--- config.mk ---
export PLATFORM = sky130hd
export DESIGN_NAME = ser_rx_fifo_param
export DESIGN_NICKNAME = d
export VERILOG_FILES = /design/src/rtl/ser_rx_fifo_param.sv
export SDC_FILE = /design/constraint.sdc
export NUM_CORES = 1
export LEC_CHECK = 0
export CORE_MARGIN = 8
export CORE_UTILIZATION = 30
export DETAILED_ROUTE_END_ITERATION = 7
export SYNTH_ARGS = -nofsm -noshare
export SYNTH_HDL_FRONTEND = slang
export SYNTH_SLANG_ARGS = --single-unit
export TNS_END_PERCENT = 20
--- constraint.sdc ---
create_clock -name clk -period 3.3 [get_ports clk]
set_clock_uncertainty 0.2 [all_clocks]
set_input_delay 0.99 -clock clk [delete_from_list [all_inputs] [get_ports clk]]
set_output_delay 0.99 -clock clk [all_outputs]
set_load 0.03 [all_outputs]
--- src/rtl/ser_rx_fifo_param.sv ---
// Oversampled asynchronous serial receiver (5..9 data bits, optional parity, 1/2 stop bits)
// feeding a first-word-fall-through receive FIFO; all state advances only when enn=1.
module ser_rx_fifo_param #(
  parameter int DATA_BITS  = 8,
  parameter int FIFO_DEPTH = 4,
  parameter int OVERSAMPLE = 16
) (
  input  logic                          clk,
  input  logic                          init_n,
  input  logic                          enn,
  input  logic                          baudTick,
  input  logic                          SID,
  input  logic                          parEn,
  input  logic                          parOdd,
  input  logic                          twoStop,
  input  logic                          rdStb,
  output logic [DATA_BITS-1:0]          Dr,
  output logic                          rxValid,
  output logic [$clog2(FIFO_DEPTH):0]   rxCount,
  output logic                          sdiBusy,
  output logic                          setFramerr,
  output logic                          setParerr,
  output logic                          setOverrun
);

  // state     | meaning
  // S_IDLE    | line idle, waiting for synchronised SID low
  // S_START   | half-bit wait, then confirm start bit (high = false start)
  // S_DATA    | mid-bit samples of the data bits, LSB first
  // S_PARITY  | mid-bit sample of the parity bit
  // S_STOP1   | first stop bit sample
  // S_STOP2   | second stop bit sample
  // S_WAIT_HI | after a framing error, hold until the line returns high
  typedef enum logic [2:0] {
    S_IDLE, S_START, S_DATA, S_PARITY, S_STOP1, S_STOP2, S_WAIT_HI
  } state_t;

  localparam int TW = $clog2(OVERSAMPLE);
  localparam int BW = $clog2(DATA_BITS);
  localparam int AW = $clog2(FIFO_DEPTH);
  localparam int CW = AW + 1;
  localparam logic [TW-1:0] HALF_LD = TW'(OVERSAMPLE / 2 - 1);
  localparam logic [TW-1:0] FULL_LD = TW'(OVERSAMPLE - 1);
  localparam logic [BW-1:0] BITS_LD = BW'(DATA_BITS - 1);
  localparam logic [CW-1:0] DEPTH   = CW'(FIFO_DEPTH);

  logic                 sid_meta, sid_s;
  state_t               state, state_nxt;
  logic                 tick, tc;
  logic [TW-1:0]        tick_cnt;
  logic [BW-1:0]        bit_cnt;
  logic [DATA_BITS-1:0] shreg;
  logic                 cfg_par_en, cfg_par_odd, cfg_two_stop;
  logic                 par_bad, stop_bad;
  logic                 ld_half, ld_full, ld_bits, shift_en, par_smp, stop_smp, finish, frame_bad;

  logic [DATA_BITS-1:0] mem [FIFO_DEPTH];
  logic [AW-1:0]        wr_ptr, rd_ptr;
  logic [CW-1:0]        count;
  logic                 full, empty, pop, push;

  assign tick  = enn & baudTick;
  assign tc    = (tick_cnt == '0);
  assign full  = (count == DEPTH);
  assign empty = (count == '0);
  assign pop   = enn & rdStb & ~empty;
  // a pop in the same cycle frees the slot the finishing word needs
  assign push  = finish & (~full | pop);

  always_ff @(posedge clk) begin
    if (!init_n) begin
      sid_meta <= 1'b1;
      sid_s    <= 1'b1;
    end else begin
      sid_meta <= SID;
      sid_s    <= sid_meta;
    end
  end

  always_ff @(posedge clk) begin
    if (!init_n) state <= S_IDLE;
    else         state <= state_nxt;
  end

  always_comb begin
    state_nxt = state;
    ld_half   = 1'b0;
    ld_full   = 1'b0;
    ld_bits   = 1'b0;
    shift_en  = 1'b0;
    par_smp   = 1'b0;
    stop_smp  = 1'b0;
    finish    = 1'b0;
    frame_bad = stop_bad | ~sid_s;
    case (state)
      S_IDLE: begin
        if (tick && !sid_s) begin
          state_nxt = S_START;
          ld_half   = 1'b1;
        end
      end
      S_START: begin
        if (tick && tc) begin
          if (!sid_s) begin
            state_nxt = S_DATA;
            ld_full   = 1'b1;
            ld_bits   = 1'b1;
          end else begin
            state_nxt = S_IDLE;
          end
        end
      end
      S_DATA: begin
        if (tick && tc) begin
          shift_en = 1'b1;
          ld_full  = 1'b1;
          if (bit_cnt == '0) state_nxt = cfg_par_en ? S_PARITY : S_STOP1;
        end
      end
      S_PARITY: begin
        if (tick && tc) begin
          par_smp   = 1'b1;
          ld_full   = 1'b1;
          state_nxt = S_STOP1;
        end
      end
      S_STOP1: begin
        if (tick && tc) begin
          stop_smp = 1'b1;
          if (cfg_two_stop) begin
            ld_full   = 1'b1;
            state_nxt = S_STOP2;
          end else begin
            finish    = 1'b1;
            state_nxt = frame_bad ? S_WAIT_HI : S_IDLE;
          end
        end
      end
      S_STOP2: begin
        if (tick && tc) begin
          stop_smp  = 1'b1;
          finish    = 1'b1;
          state_nxt = frame_bad ? S_WAIT_HI : S_IDLE;
        end
      end
      S_WAIT_HI: begin
        if (tick && sid_s) state_nxt = S_IDLE;
      end
      default: state_nxt = S_IDLE;
    endcase
  end

  always_ff @(posedge clk) begin
    if (!init_n) begin
      tick_cnt     <= '0;
      bit_cnt      <= '0;
      shreg        <= '0;
      cfg_par_en   <= 1'b0;
      cfg_par_odd  <= 1'b0;
      cfg_two_stop <= 1'b0;
      par_bad      <= 1'b0;
      stop_bad     <= 1'b0;
      setFramerr   <= 1'b0;
      setParerr    <= 1'b0;
      setOverrun   <= 1'b0;
      wr_ptr       <= '0;
      rd_ptr       <= '0;
      count        <= '0;
    end else begin
      setFramerr <= finish & frame_bad;
      setParerr  <= finish & cfg_par_en & par_bad;
      setOverrun <= finish & full & ~pop;

      // frame format is frozen at start-bit detection
      if (ld_half) begin
        tick_cnt     <= HALF_LD;
        cfg_par_en   <= parEn;
        cfg_par_odd  <= parOdd;
        cfg_two_stop <= twoStop;
        par_bad      <= 1'b0;
        stop_bad     <= 1'b0;
      end else if (ld_full) begin
        tick_cnt <= FULL_LD;
      end else if (tick && !tc) begin
        tick_cnt <= tick_cnt - TW'(1);
      end

      if (ld_bits)       bit_cnt <= BITS_LD;
      else if (shift_en) bit_cnt <= bit_cnt - BW'(1);

      if (shift_en) shreg    <= {sid_s, shreg[DATA_BITS-1:1]};
      if (par_smp)  par_bad  <= (((^shreg) ^ sid_s) != cfg_par_odd);
      if (stop_smp) stop_bad <= frame_bad;

      if (push) wr_ptr <= wr_ptr + AW'(1);
      if (pop)  rd_ptr <= rd_ptr + AW'(1);
      case ({push, pop})
        2'b10:   count <= count + CW'(1);
        2'b01:   count <= count - CW'(1);
        default: count <= count;
      endcase
    end
  end

  always_ff @(posedge clk) begin
    if (init_n && push) mem[wr_ptr] <= shreg;
  end

  assign Dr      = empty ? '0 : mem[rd_ptr];
  assign rxValid = ~empty;
  assign rxCount = count;
  assign sdiBusy = (state != S_IDLE) && (state != S_WAIT_HI);

endmodule

### After elaboration in Yosys (flattened, before gate mapping)

Memory sizes are Yosys's and may differ from the RTL's. A register that Yosys moved wholly into a read port is not among the register bits.
Index checks and enable logic that the tools add are counted.

| word-level totals | value |
|---|---|
| flip-flop bits (word level) | 35 |
| bits in latches | 0 |
| memory bits (writable) | 32 |
| bits in read-only memories | 0 |
| input bits | 9 |
| output and inout bits | 16 |
| word-level logic and storage cells | 127 |
| memories kept | 1 |

Memories:

| memory | depth | bits a word | read ports | clocked after memory_dff | wr ports | RTL line | source |
|---|---|---|---|---|---|---|---|
| mem | 4 | 8 | 1 | 1 | 1 | 57 | `logic [DATA_BITS-1:0] mem [FIFO_DEPTH];` |

| cells by class | value |
|---|---|
| add/subtract/negate cells | 6 |
| multiply operators | 0 |
| div/mod/pow operators | 0 |
| order comparisons | 0 |
| eq/ne operators | 19 |
| shift-type cells | 0 |
| multiplexer cells | 42 |
| bitwise operators | 17 |
| reductions and logical operators | 24 |

Operators with widths:

| operator | count |
|---|---|
| 3-bit 2-to-1 mux | 14 |
| 3-bit case mux with 7 select lines | 1 |
| 1-bit 2-to-1 mux | 18 |
| 2-bit != test (second input constant) | 8 |
| 3-bit equality test (second input constant) | 4 |
| 2-bit nonzero test | 5 |
| 1-bit AND | 9 |
| 3-bit zero test | 3 |
| 4-bit 2-to-1 mux | 2 |
| 8-bit 2-to-1 mux | 1 |
| 8-bit AND reduction | 1 |
| 8-bit XOR reduction | 1 |
| 3-bit by 2-bit equality test with 1-bit output (second input constant) | 2 |
| 1-bit logical AND | 6 |
| 2-bit 2-to-1 mux | 3 |
| 3-bit case mux with 2 select lines | 1 |
| 3-bit nonzero test | 2 |
| 2-bit OR reduction | 3 |
| 3-bit by 1-bit subtractor with 3-bit output (second input constant) | 2 |
| 1-bit inverter | 5 |
| 2-bit by 1-bit adder with 2-bit output (second input constant) | 2 |
| 4-bit zero test | 1 |
| 4-bit by 1-bit subtractor with 4-bit output (second input constant) | 1 |
| 3-bit by 1-bit adder with 3-bit output (second input constant) | 1 |
| 10 further kinds | 12 |

### Logic depth before layout (Yosys ltp)

| logic depth | value |
|---|---|
| depth after elaboration | 8 |
| mapped depth | 10 |

### Least setup slack after synthesis

Ideal clock, no wire load.

| timing | value |
|---|---|
| path type | input to register |
| start | input rdStb |
| end | register count[2] (netlist: rxCount[2]) |
| library setup time | 0.072 ns |
| arrival time | 2.532 ns |
| path slack | 0.496 ns |
| stages on the path | 6 |
| cell sequence | nand2_1 -> nor2_1 -> or2b_2 -> fa_1 -> o31ai_2 -> mux2i_1 |

| on the way | value |
|---|---|
| cells in the longest elaborated chain, start to end | 6 |
| elaborated cells on any way between the ends | 8 |
| classes of those cells | 2 x eq/ne; 1 x mux; 4 x bitwise; 1 x reduce/logical |

Ends and longest elaborated chain:

| what | RTL line | source |
|---|---|---|
| start, declared | 16 | `input logic rdStb,` |
| 1-bit AND (*) (2 in a row) | 66 | `assign pop = enn & rdStb & ~empty;` |
| 1-bit bitwise OR | 68 | `assign push = finish & (~full \| pop);` |
| 1-bit AND | 68 |  |
| 2-bit by 1-bit equality test with 1-bit output or 2-bit equality test (tied branches) | 197 | `case ({push, pop})` |
| 3-bit case mux with 2 select lines or 2-bit nonzero test (tied branches) | - |  |
| end signal, assigned | 198 | `2'b10: count <= count + CW'(1);` |
| end signal, assigned | 199 | `2'b01: count <= count - CW'(1);` |
| end signal, assigned | 200 | `default: count <= count;` |
| end, declared | 59 | `logic [CW-1:0] count;` |

Every way passes the cells marked *; elsewhere a longest branch is shown, timed or not.
A chain may end at the register's enable or synchronous reset.

### Final worst setup path

| timing | value |
|---|---|
| start | register state[2] |
| end | output sdiBusy |

| on the way | value |
|---|---|
| cells in the longest elaborated chain, start to end | 2 |
| elaborated cells on any way between the ends | 3 |
| classes of those cells | 1 x eq/ne; 2 x reduce/logical |

Ends and longest elaborated chain:

| what | RTL line | source |
|---|---|---|
| start, declared | 48 | `state_t state, state_nxt;` |
| start signal, assigned | 82 | `else state <= state_nxt;` |
| 3-bit != test or 3-bit nonzero test (tied branches) | 212 | `assign sdiBusy = (state != S_IDLE) && (state != S_WAIT_HI);` |
| 1-bit logical AND (*) | 212 |  |
| end, declared | 20 | `output logic sdiBusy,` |

Marked as above.

==> flow_metrics.tcl <==
set metrics [dict create \
    setup_viol 0 \
    tightest_slew_ps 445.2 \
    max_stage_delay_ps 590 \
    h-tree-depth 3 \
    drv_slew 0 \
    powerDensity_nw_per_um2 438.6 \
    worstSetupPathType "reg2out" \
    fmax_ghz 0.3255 \
    syn2layout_area_growth_pct 18.15 \
    synth.area.top_cells "edfxtp_1, dfxtp_1, mux4_2, mux2i_1, nor2b_1" \
    cts_setup_buffers 0 \
    ir_drop_mv 0.2572 \
    power.internal_w 0.001277 \
    clock-sinks 69 \
    min_period_ps 3072 \
    status "finished, final reports clean" \
    seqPwrFrac_pct 55.0 \
    wl_per_cell_um 12.88 \
    route.vias.total 1944 \
    clkSlewWorstSetupHoldPaths_ps 70 \
    slowest_stage "clkdlybuf4s50_1" \
    grt_usage_pct 8.382 \
    gp_congestion 0.8129 \
    start_util_pct 30.79 \
    syn-num-nets 284 \
    die-area_um2 14090 \
    max-cap-violations 0 \
    final_cells 435 \
    cellLeakagePower_nw 1.215 \
    antenna_cells 0 \
    clockBufferDepth 2 \
    ys_async_sr_fraction_pct 0 \
    routed_via_density 4.469 \
    ys_top_cells_by_count "dfxtp_1, edfxtp_1, nand2_1" \
    p_sw_share_pct 22.09 \
    ys_seq_area_share_pct 53.78 \
    finalHoldViolations 0 \
    worstSetupStartpointType "flip-flop" \
    clock_latency_ps 340 \
    synth-edff-count 32 \
    nFillCells 1032 \
    netlist.area_leader.share_pct 30.37 \
    hold_class "reg2reg" \
    grt_pass1_vias 1930 \
    row_count 37 \
    placeableCoreArea_um2 10280 \
    ys.flop_type "dfxtp_1" \
    p_comb_share_pct 5.2 \
    syn_inst 266 \
    drt_first_pass_iters 5 \
    worstPathArrival_ps 1880 \
    finalWirelength_um 5601 \
    die_h_um 118.7 \
    dp_hpwl_um 4006 \
    ys_ff_latch 69 \
    cts_root_buf "clkbuf_8" \
    drive_gt1_share_pct 14.72 \
    port_buffers 24 \
    r2r_slack_ps 720 \
    rsz0062_at_grt "false" \
    antenna_found_initial 0 \
    cp_max_fo 11 \
    yosysTopAreaCell "edfxtp_1" \
    whs_ps 210.8 \
    drc 0 \
    pin_count 25 \
    synth_cell_type_count 46 \
    place_inst 420 \
    crit_path_end_kind "output pin" \
    tns_ps 0 \
    grt_pass1_wl_um 9515 \
    cts_tree "yes" \
    antenna_left 0 \
    p_sw_w 0.0003623 \
    max-slew-margin-rel_pct 70.04 \
    critPathRequiredTime_ps 2110 \
    avgSynthCellArea_um2 11.90 \
    final_nets 313 \
    cts_buffers 9 \
    die_x_um 118.7 \
    finish.utilization_pct 36.38 \
    power.total_w 0.001640 \
    grt_start_max_net_pins 38 \
    drtIter0Drc 81 \
    yosysMostFrequentCell "dfxtp_1" \
    crit_chain "or2_2 -> a21o_1 -> clkdlybuf4s50_1" \
    period_share_pct 93.10 \
    syn_area_um2 3164 \
    grt.overflow.total 0 \
    clockPowerShare_pct 39.8 \
    synth-warning-count 0 \
]
power groups by stage:
stage,Sequential (W),Combinational (W),Clock (W)
3_5_place_dp,0.000922,0.0000860,0
5_1_grt,0.000903,0.0000963,0.000710
3_3_place_gp,0.000922,0.0000852,0
6_report,0.000902,0.0000851,0.000652
2_1_floorplan,0.000919,0.0000734,0
4_1_cts,0.000902,0.0000870,0.000667
logic make-up (layout without fill, tap and decap cells):
family,count (synthesis),count (layout),share of synthesized area (%)
compound gates,37,37,7.751
xor+xnor,15,15,4.587
fa+ha+maj,9,9,3.796
buf+inv,27,60,3.756
flops,69,69,53.78
mux,21,21,9.846
simple gates,88,88,16.49
state kept, by name, indices dropped and copies added, names as in the netlist, 2 cells and up, named ones only:
name / count
rxCount: 3
state: 3
tick_cnt: 4
wr_ptr: 2
rd_ptr: 2
bit_cnt: 3
shreg: 8
mem: 32
worst max-delay path, delay by kind of cell, from the launching register on:
family / cells / cell delay [ps]
AOI/OAI and AO/OA: 1 / 170
buffers and inverters: 1 / 590
DFF: 1 / 420
and+or+nand+nor: 1 / 370
stage by stage:
stage,instance area (um2),setup WS (ps)
2_1_floorplan,3164,496.4
3_3_place_gp,3561,124.0
3_5_place_dp,3561,103.1
4_1_cts,3739,208.0
5_1_grt,3739,135.6
6_report,3739,227.6
layer usage:
metal | vias to the layer above | routed length, um | GRT usage [%]
met3 | 4 | 323 | 4.331
li1 | 988 | - | -
met1 | 912 | 2697 | 10.01
met2 | 40 | 2534 | 12.82
met5 | - | 0 | 0
met4 | 0 | 45 | 2.609
timing repair:
item / in CTS / in global routing
resized for setup: 8 / 0
endpoints found under the setup margin: 8 / 0
hold buffers: 0 / 0
cell usage in the layout, fill, tap and decap left out, drive strengths merged, types with 3 or more instances in the layout:
master          n
dlygate4sd2     8
and3            4
a21oi           8
mux4            8
inv            15
and2            7
xor2            4
nand2          25
dfxtp          37
clkdlybuf4s50  16
and2b           3
edfxtp         32
nand2b          7
mux2i          12
buf             7
o21ai          11
xnor2          10
nor2            8
clkbuf          9
a21boi         11
nor2b          19
ha              8
cell type report:
class,instances,area [um2],area share [%]
sequential,69,1702,45.52
multi-input combinational,170,1344,35.94
timing repair buffer,31,282.8,7.564
tap,136,170.2,4.552
clock buffer,9,123.9,3.313
clock inverter,6,63.81,1.707
inverter,14,52.55,1.406
path summary, 6_finish.rpt:
check	startpoint	endpoint	depth (start not counted)
hold reg to reg	sid_meta	sid_s	1
setup reg to reg	tick_cnt[0]	rxCount[2]	8
hold / removal	sid_meta	sid_s	1
setup / recovery	state[2]	sdiBusy	3
(Power assumes the default switching activity.)
